`config.mk`:
```
export PLATFORM = sky130hd
export DESIGN_NAME = alu_channel_scheduler
export DESIGN_NICKNAME = d
export VERILOG_FILES = /design/src/rtl/alu_channel_scheduler.sv
export SDC_FILE = /design/constraint.sdc
export NUM_CORES = 1
export LEC_CHECK = 0
export CORE_MARGIN = 2
export CORE_UTILIZATION = 45
export DETAILED_ROUTE_END_ITERATION = 8
export DONT_BUFFER_PORTS = 1
export SETUP_SLACK_MARGIN = 0.3
export SLEW_MARGIN = 0
export SYNTH_ARGS = -nofsm -noshare
export SYNTH_HDL_FRONTEND = slang
export SYNTH_SLANG_ARGS = --single-unit
```
`constraint.sdc`:
```
create_clock -name Sclk -period 2.8 [get_ports Sclk]
set_clock_uncertainty 0.05 [all_clocks]
set_input_delay 0.42 -clock Sclk [delete_from_list [all_inputs] [get_ports Sclk]]
set_output_delay 0.42 -clock Sclk [all_outputs]
set_load 0.05 [all_outputs]
```
`src/rtl/alu_channel_scheduler.sv`:
```
// Schedules left/right filter jobs onto one shared ALU: round-robin grant,
// start pulse, bounded wait for completion, result hold with valid/ready.
module alu_channel_scheduler #(
  parameter int unsigned TIMEOUT = 1023
) (
  input  logic        Sclk,
  input  logic        uni_reset_n,
  input  logic        req_L,
  input  logic        req_R,
  output logic        ALU_calc,
  input  logic        ALU_finish,
  input  logic [39:0] alu_data,
  output logic        ch_sel,
  output logic        out_valid,
  input  logic        out_ready,
  output logic [39:0] out_data,
  output logic        out_ch,
  output logic        ovr_L,
  output logic        ovr_R,
  output logic        tmo_err,
  input  logic        clr_err
);

  typedef enum logic [1:0] {IDLE, START, BUSY, HOLD} state_e;

  localparam logic [9:0] TMO_CNT = 10'(TIMEOUT);

  state_e      state_q, state_d;
  logic        pend_l_q, pend_l_d;
  logic        pend_r_q, pend_r_d;
  logic        last_q, last_d;
  logic        ch_sel_q, ch_sel_d;
  logic [9:0]  cnt_q, cnt_d;
  logic [39:0] out_data_q, out_data_d;
  logic        out_ch_q, out_ch_d;
  logic        ovr_l_q, ovr_l_d;
  logic        ovr_r_q, ovr_r_d;
  logic        tmo_q, tmo_d;
  logic        grant_vld, grant_ch;
  logic        active_l, active_r;

  always_comb begin
    // NOTE: every variable gets a default first so no path leaves it unassigned (no latches).
    state_d    = state_q;
    last_d     = last_q;
    ch_sel_d   = ch_sel_q;
    cnt_d      = cnt_q;
    out_data_d = out_data_q;
    out_ch_d   = out_ch_q;
    tmo_d      = tmo_q & ~clr_err;
    grant_vld  = 1'b0;
    grant_ch   = 1'b0;

    // A channel's own job is in flight from START until HOLD is released.
    active_l = (state_q != IDLE) && !ch_sel_q;
    active_r = (state_q != IDLE) &&  ch_sel_q;

    unique case (state_q)
      IDLE: begin
        if (pend_l_q || pend_r_q) begin
          grant_vld = 1'b1;
          // On a tie the channel not granted last wins; last_q resets to right.
          grant_ch  = (pend_l_q && pend_r_q) ? ~last_q : pend_r_q;
          ch_sel_d  = grant_ch;
          last_d    = grant_ch;
          cnt_d     = '0;
          state_d   = START;
        end
      end
      START: begin
        cnt_d   = cnt_q + 10'd1;
        state_d = BUSY;
      end
      BUSY: begin
        // cnt_q holds the number of BUSY cycles elapsed including this one.
        if (ALU_finish) begin
          out_data_d = alu_data;
          out_ch_d   = ch_sel_q;
          state_d    = HOLD;
        end else if (cnt_q == TMO_CNT) begin
          tmo_d   = 1'b1;
          state_d = IDLE;
        end else if (cnt_q != 10'h3FF) begin
          cnt_d = cnt_q + 10'd1;
        end
      end
      HOLD: begin
        if (out_ready) state_d = IDLE;
      end
      default: state_d = IDLE;
    endcase

    // A new request always sets pend, so set beats a coincident grant-clear.
    pend_l_d = req_L | (pend_l_q & ~(grant_vld & ~grant_ch));
    pend_r_d = req_R | (pend_r_q & ~(grant_vld &  grant_ch));
    ovr_l_d  = (ovr_l_q & ~clr_err) | (req_L & (pend_l_q | active_l));
    ovr_r_d  = (ovr_r_q & ~clr_err) | (req_R & (pend_r_q | active_r));
  end

  // NOTE: sequential state uses non-blocking assignments so all flops update together.
  always_ff @(posedge Sclk or negedge uni_reset_n) begin
    if (!uni_reset_n) begin
      state_q    <= IDLE;
      pend_l_q   <= 1'b0;
      pend_r_q   <= 1'b0;
      last_q     <= 1'b1;
      ch_sel_q   <= 1'b0;
      cnt_q      <= '0;
      out_data_q <= '0;
      out_ch_q   <= 1'b0;
      ovr_l_q    <= 1'b0;
      ovr_r_q    <= 1'b0;
      tmo_q      <= 1'b0;
    end else begin
      state_q    <= state_d;
      pend_l_q   <= pend_l_d;
      pend_r_q   <= pend_r_d;
      last_q     <= last_d;
      ch_sel_q   <= ch_sel_d;
      cnt_q      <= cnt_d;
      out_data_q <= out_data_d;
      out_ch_q   <= out_ch_d;
      ovr_l_q    <= ovr_l_d;
      ovr_r_q    <= ovr_r_d;
      tmo_q      <= tmo_d;
    end
  end

  assign ALU_calc  = (state_q == START);
  assign out_valid = (state_q == HOLD);
  assign ch_sel    = ch_sel_q;
  assign out_data  = out_data_q;
  assign out_ch    = out_ch_q;
  assign ovr_L     = ovr_l_q;
  assign ovr_R     = ovr_r_q;
  assign tmo_err   = tmo_q;

endmodule

```
# After elaboration in Yosys (flattened, before gate mapping)
# Cells that the tools add are included.
[totals]
register_bits = 60
latch_bits = 0
mem_bits_rw = 0
rom_bits = 0
inputBits = 47
output_inout_bits = 47
elab_cells = 73
memories = 0
[classes]
addsub = 1
mul = 0
n_div = 0
magnitude_cmp = 0
n_eq_ne = 11
n_shift = 0
muxes = 18
bitwise_logic = 20
reduce_logical = 12
[ops]
columns = ["op", "count"]
rows = [
  ["10-bit two-way mux", 4],
  ["10-bit one-hot mux with 3 select lines", 1],
  ["10-bit by 1-bit adder with 10-bit output (second input constant)", 1],
  ["10-bit equality test (second input constant)", 1],
  ["10-bit != test (second input constant)", 1],
  ["1-bit bitwise AND", 9],
  ["1-bit two-way mux", 8],
  ["2-bit two-way mux", 4],
  ["2-bit != test (second input constant)", 4],
  ["2-bit one-hot mux with 4 select lines", 1],
  ["1-bit bitwise OR", 6],
  ["1-bit NOT", 5],
  ["5-bit AND reduction", 1],
  ["2-bit equality test (second input constant)", 2],
  ["2-bit AND reduction", 2],
  ["1-bit logical AND", 3],
  ["3-bit != test (second input constant)", 1],
  ["3-bit AND reduction", 1],
  ["3-bit nonzero test", 1],
  ["2-bit by 1-bit equality test with 1-bit output (second input constant)", 1],
  ["2-bit logical NOT", 1],
  ["2-bit by 1-bit != test with 1-bit output (second input constant)", 1],
  ["2-bit nonzero test", 1],
  ["1-bit logical NOT", 1],
  ["1-bit logical OR", 1],
]

# Longest topological paths before layout
# Gate-level depths: netlist (run 1).
[logic_depth]
depth_word = 9
depth_mapped = 7
depth_no_buf = 6

# Worst setup path after synthesis (run 1)
# Ideal clock, no wire load.
[synth_path]
path_type = "flip-flop to flip-flop"
startpoint = "reg state_q[0]"
endpoint = "reg state_q[1]"
setup_time_ns = 0.086
arrival_time_ns = 1.590
t_required_ns = 2.664
path_slack_ns = 1.074
path_stages_with_launch = 6
n_path_buf = 0
synth_period_minus_slack_ns = 1.726
path_cell_list = "dfrtp_1 > ha_1 > nor2b_1 > nor2_1 > and4b_1 > nor3_1"
[synth_between]
elab_chain_cells = 3
elab_cells_between_ends = 9
classes_between = "eq/ne (6); mux (1); reduce/logical (2)"
[synth_lines]
columns = ["item", "line_no", "source"]
rows = [
  ["start: declaration", "28", "state_e state_q, state_d;"],
  ["start signal: assignment", "115", "state_q <= state_d;"],
  ["2-bit equality test *", "-", ""],
  ["via out_valid", "14", "output logic out_valid,"],
  ["2-bit by 1-bit != test with 1-bit output (no line)", "-", ""],
  ["3-bit AND reduction (no line)", "-", ""],
]
# The timed path passes the listed nets; every way through them passes the cells marked *.
# A chain may end at the register's enable or synchronous reset.

# Final worst setup path (run 1)
[layout_path]
startpoint = "reg state_q[1]"
endpoint = "reg cnt_q[4]"
[layout_between]
elab_chain_cells = 3
elab_cells_between_ends = 10
classes_between = "eq/ne (6); mux (1); reduce/logical (3)"
[layout_lines]
columns = ["item", "line_no", "source"]
rows = [
  ["2-bit equality test, or another cell as far along", "58", "unique case (state_q)"],
  ["2-bit != test (no line) or 3-bit nonzero test (tied branches)", "-", ""],
  ["5-bit AND reduction (no line)", "-", ""],
  ["end signal: assignment", "120", "cnt_q <= cnt_d;"],
  ["end: declaration", "33", "logic [9:0] cnt_q, cnt_d;"],
]
# Several ways; a longest one is shown, not always the timed one.

==> flow_summary.toml, run 1 <==
[outcome]
status = "finished clean"

[yosys]
syn_area_sq_mm = 0.002625
yosysTopAreaCell = "dfrtp_1"
async_reset_ff_frac = 1.000
seq_area_frac_synth = 0.5724
yosysMostFrequentCell = "dfrtp_1"
yosysTopAreaCellShare = 0.5624
synthFlopType = "dfrtp_1"
ys_top_cells_by_area = "dfrtp_1, mux2_2, ha_1"
synth_seq_cells = 60
synth_nets = 257
netlist_instances = 204
syn_avg_cell_area_sq_um = 12.87
synth-edff-count = 0
yosys-top-cells-count = "dfrtp_1, mux2_2, nand2_1"
ys_warn_count = 0
synth_cell_type_count = 42

[cts]
cts_made_buffers = 9
cts_sinks = 60
clock_path_buffers = 2
cts_tree = "done"
h-tree-depth = 3
root_buffer = "clkbuf_8"
post_cts_buffers = 0
cts_resized = 0
clkLatencyLatePin_ns = 0.33
path_clk_slew_ns = 0.07

[route]
vias = 1676
drt_drc_violations_left = 0
drtIter0Drc = 67
routedWlPerCell_microns = 17.34
viasPerCell = 5.799
routed_wl_microns = 5011
drtAntennaViolNets = 0
drtPass1Iterations = 4

[timing]
drv_slew = 0
fin_crit_ns = 2.067
relSlewSlack = 0.6086
finalHoldViolations = 0
clock.fmax_mhz = 483.9
layout_setup_ws_ns = 0.7334
rsz0062_at_grt = "false"
whs_ns = 0.1264
fin_crit_sh = 0.7381
setup_viol = 0
fin_setup_tns_ns = 0
tightest_slew_ns = 0.5871

[die]
fp.dieW_microns = 80.38
rows = 27
die-area_sq_mm = 0.006460
die_height_microns = 80.38
initial_core_util = 0.4709
coreArea_sq_mm = 0.005574
io_pins = 94

[finish]
n_antenna_cell = 0
nNetsFinal = 265
fill_cells = 478
syn_to_final_growth_pct = 11.25
seq_area_sq_mm = 0.001503
drive_gt1_frac = 0.2719
multi_input_area_sq_mm = 0.001057

[global_route]
grt_max_degree = 61
grt-ovfl-total = 0
grt_pass1_wl_microns = 7983
track_usage = 0.1653
antenna_found_initial = 0
grt_pass1_vias = 1732

[worst_setup_path]
max_stage_delay_ns = 0.45
worstSetupStartpointType = "flip-flop"
crit_path_end_kind = "flip-flop"
slowest_stage = "dfrtp_1"
path_buf_inv = 1
setup.worst_path.class = "flip-flop to flip-flop"
crit_fanout = 12
crit_chain = "inv_1 > ha_1 > or3b_1 > nand2_1 > o31ai_1 > o41ai_1"
arrival_ns = 2.22
path_delay_family = "simple AND/OR/NAND/NOR gates"
crit_required_ns = 2.95

[place]
port_buffers = 0
pre_cts_slack_ns = 0.7363
gp_congestion = 0.8467
dpl.hpwl_microns = 3621

[flow_run]
cap_violations = 0

[worst_hold_path]
hold_path.class = "input port to flip-flop"
metrics by stage:
step	area, sq um	utilization	instances
finish	2920	0.5239	289
global route	2920	0.5239	289
CTS	2920	0.5239	289
detailed placement	2691	0.4828	271
global placement	2691	0.4828	271
floorplan	2625	-	204
worst register-to-register path, stage by stage (launching register included):
cell and delay, ns:
dfrtp_1 0.45, inv_1 0.13, ha_1 0.36, or3b_1 0.43
nand2_1 0.31, o31ai_1 0.13, o41ai_1 0.08
routing by layer:
metal / vias to the layer above / global-route usage / routed length [microns]
met4: 0 / 0.07288 / 66
met1: 822 / 0.1950 / 2064
met5: - / 0 / 0
met2: 79 / 0.2700 / 2495
li1: 766 / - / -
met3: 9 / 0.06067 / 385
flip-flops by register name, indices dropped and copies added, names as in the netlist:
name	cells
pend_r_q	1
out_data	40
ovr_R	1
last_q	1
cnt_q	10
ch_sel	1
ovr_L	1
state_q	2
pend_l_q	1
out_ch	1
tmo_err	1
kinds of logic after synthesis:
group                    share of synthesized area
AO/OA/AOI/OAI                              0.09677
adder cells (fa/ha/maj)                    0.02860
buffers and inverters                      0.02479
flip-flops                                  0.5725
multiplexers                                0.1759
AND/OR/NAND/NOR                             0.1015
final timing paths:
path,to,cells past startpoint,startpoint,slack (ns)
setup / recovery,cnt_q[4]$_DFFE_PN0P_,6,state_q[1]$_DFFE_PN0P_,0.73
hold / removal,tmo_err$_DFF_PN0_,1,ALU_finish,0.13
setup reg to reg,cnt_q[4]$_DFFE_PN0P_,6,state_q[1]$_DFFE_PN0P_,0.73
hold reg to reg,cnt_q[8]$_DFFE_PN0P_,1,cnt_q[8]$_DFFE_PN0P_,0.45
min in group asynchronous,state_q[0]$_DFFE_PN0P_,2,uni_reset_n,0.58
max in group asynchronous,last_q$_DFFE_PN1P_,2,uni_reset_n,1.82
cells in the final DEF (no fill, tap or decap), types with 2 or more instances in the layout:
cell type / synthesis / layout
a31oi_1: 2 / 2
clkinvlp_4: 0 / 2
o31ai_1: 7 / 7
nor2b_1: 2 / 2
mux2_1: 6 / 6
nand4_1: 4 / 4
a21o_1: 2 / 2
o21ai_0: 8 / 8
nand2_1: 9 / 9
o21ai_1: 8 / 8
and4_4: 3 / 3
dfrtp_1: 59 / 59
ha_1: 6 / 6
buf_4: 0 / 2
inv_1: 7 / 7
a21oi_1: 2 / 2
and2_1: 3 / 3
nor2_1: 4 / 4
nor4b_1: 2 / 2
nand2b_1: 2 / 2
mux2_2: 35 / 35
nor3_1: 2 / 2
clkinv_2: 0 / 2
nand3_1: 6 / 6
clkbuf_8: 0 / 9
cell type report:
class,instances,area share
sequential,60,0.5146
clock inverter,6,0.02185
multi-input combinational,130,0.3620
timing repair buffer,4,0.01799
clock buffer,10,0.04370
tap,72,0.03085
inverter,7,0.008997
timing repair:
| item | CTS | global route |
|---|---|---|
| hold endpoints to repair | 60 | 0 |
| endpoints found under the setup margin | 0 | 0 |
| hold buffers | 2 | 0 |
Power of run 1 is not shown: default switching activity piles up to over one toggle a cycle in this logic, so the estimate is an artifact.
==> run 2: changes to the inputs <==
==> constraint.sdc (replaced) <==
create_clock -name Sclk -period 1.95 [get_ports Sclk]
set_clock_uncertainty 0.05 [all_clocks]
set_input_delay 0.2925 -clock Sclk [delete_from_list [all_inputs] [get_ports Sclk]]
set_output_delay 0.2925 -clock Sclk [all_outputs]
set_load 0.05 [all_outputs]
==> run 2 against run 1 <==
Compared with the run above:
- the flow now finishes with violations (negative hold slack)
- flip-flop and latch count did not move
- utilization up 4.2 points
- register-to-register slack worse by 0.41 ns
- critical endpoint is now cnt_q[2]$_DFFE_PN0P_
- first-iteration DRC count is 12% lower
- via count increased by 1.2%
- critical path depth shrank 1
- global-route usage grew 0.54 points
- non-clock buffer count rose by 12
- die area stayed put
- hold slack worse by 0.52 ns
==> flow_summary.toml, run 2 (synthesis results as in run 1) <==
[worst_setup_path]
crit_chain = "ha_2 > and4_4 > and4_4 > o31ai_2 > o21ai_2"
setup.worst_path.class = "flip-flop to flip-flop"
crit_top_cell = "and4_4"
arrival_ns = 1.78
crit_required_ns = 2.10
worstSetupStartpointType = "flip-flop"
crit_path_end_kind = "flip-flop"
slowest_stage = "dfrtp_1"
max_stage_delay_ns = 0.41
crit_fanout = 9
rrSetupSlack_ns = 0.32

[timing]
drv_slew = 0
setup_viol = 0
fin_crit_ns = 1.630
finalHoldViolations = 60
tightest_slew_ns = 0.5627
relSlewSlack = 0.6249
clock.fmax_mhz = 613.5
whs_ns = -0.3908
fin_crit_sh = 0.8359
rsz0062_at_grt = "true"
fin_setup_tns_ns = 0
layout_setup_ws_ns = 0.3200

[global_route]
antenna_found_initial = 0
track_usage = 0.1707
grt-ovfl-total = 0
grt_pass1_wl_microns = 8169
grt_max_degree = 61
grt_pass1_vias = 1662

[finish]
final_cell_mix = "dfrtp_1, mux2_2, clkbuf_8, buf_4, o21ai_1"
drive_gt1_frac = 0.4017
final_common_cell = "dfrtp_1"
n_antenna_cell = 0
multi_input_area_sq_mm = 0.001190
final_cells = 301
largest_reg_flops = 40
syn_to_final_growth_pct = 20.26
fin_util = 0.5663
fill_cells = 463
nNetsFinal = 277
seq_area_sq_mm = 0.001505

[die]
io_pins = 94
initial_core_util = 0.4709
die_height_microns = 80.38
rows = 27
coreArea_sq_mm = 0.005574
die-area_sq_mm = 0.006460
fp.dieW_microns = 80.38

[route]
vias = 1696
viasPerCell = 5.635
routedWlPerCell_microns = 17.34
drtAntennaViolNets = 0
routed_wl_microns = 5218
drtPass1Iterations = 4
drt_drc_violations_left = 0
drtIter0Drc = 59

[outcome]
violations = "negative hold slack"
status = "finished with violations"

[cts]
cts_made_buffers = 9
clkLatencyLatePin_ns = 0.33
path_clk_slew_ns = 0.06
root_buffer = "clkbuf_8"
cts_sinks = 60
cts_tree = "done"
clock_path_buffers = 2
h-tree-depth = 3

[flow_run]
cap_violations = 0

[place]
pre_cts_slack_ns = 0.03668
dpl.hpwl_microns = 3550
port_buffers = 0
gp_congestion = 0.8230
dp.cells = 272

[worst_hold_path]
hold_path.class = "input port to asynchronous set/reset pin"
==> run 2: cell count changes in the layout (fill, tap and decap cells not counted), moves of 4 or more <==
cell,previous run,this run
o31ai_2,0,5
ha_2,0,4
ha_1,6,0
dlygate4sd3_1,1,5
buf_4,2,9
o31ai_1,7,1
==> run 2: layer usage <==
layer  track usage  vias up  share of wire
met5             0        -              0
met4       0.08475        0          0.015
met3       0.05843        7          0.077
met2        0.2700       78           0.51
met1        0.2078      821           0.40
li1              -      790              -
==> run 2: through the flow <==
step,hold slack (ns),area (sq um)
finish,-0.3908,3157
global placement,-0.05028,2714
detailed placement,-0.05043,2714
CTS,-0.4141,3023
global route,-0.4273,3157
floorplan,-0.05309,2628
==> run 2: what timing repair did <==
item	CTS	global route
setup buffers	4	4
hold buffers	4	1
resized for setup	16	18
hold endpoints to repair	64	61
pin swaps	5	7
gates cloned	0	0
setup endpoints to repair	54	16
==> run 2: worst paths after layout <==
kind	start	end	cells past startpoint
max	cnt_q[1]$_DFFE_PN0P_	cnt_q[2]$_DFFE_PN0P_	5
min	uni_reset_n	ovr_L$_DFF_PN0_	0
max reg2reg	cnt_q[1]$_DFFE_PN0P_	cnt_q[2]$_DFFE_PN0P_	5
min reg2reg	cnt_q[8]$_DFFE_PN0P_	cnt_q[8]$_DFFE_PN0P_	1
max in group asynchronous	uni_reset_n	last_q$_DFFE_PN1P_	0
min in group Sclk	clr_err	tmo_err$_DFF_PN0_	1
==> run 2: critical path: cells and delay by family (launching register included) <==
kind                     cells  cell delay, ns
adder cells (fa/ha/maj)      1            0.21
AO/OA/AOI/OAI                2            0.40
AND/OR/NAND/NOR              2            0.45
flip-flops                   1            0.41
==> run 2: layout make-up <==
type | instances | area share
sequential | 60 | 0.4768
multi-input combinational | 130 | 0.3769
timing repair buffer | 16 | 0.04717
clock buffer | 12 | 0.04598
tap | 72 | 0.02854
clock inverter | 4 | 0.01546
inverter | 7 | 0.009116
Power of run 2 is left out for the same reason.
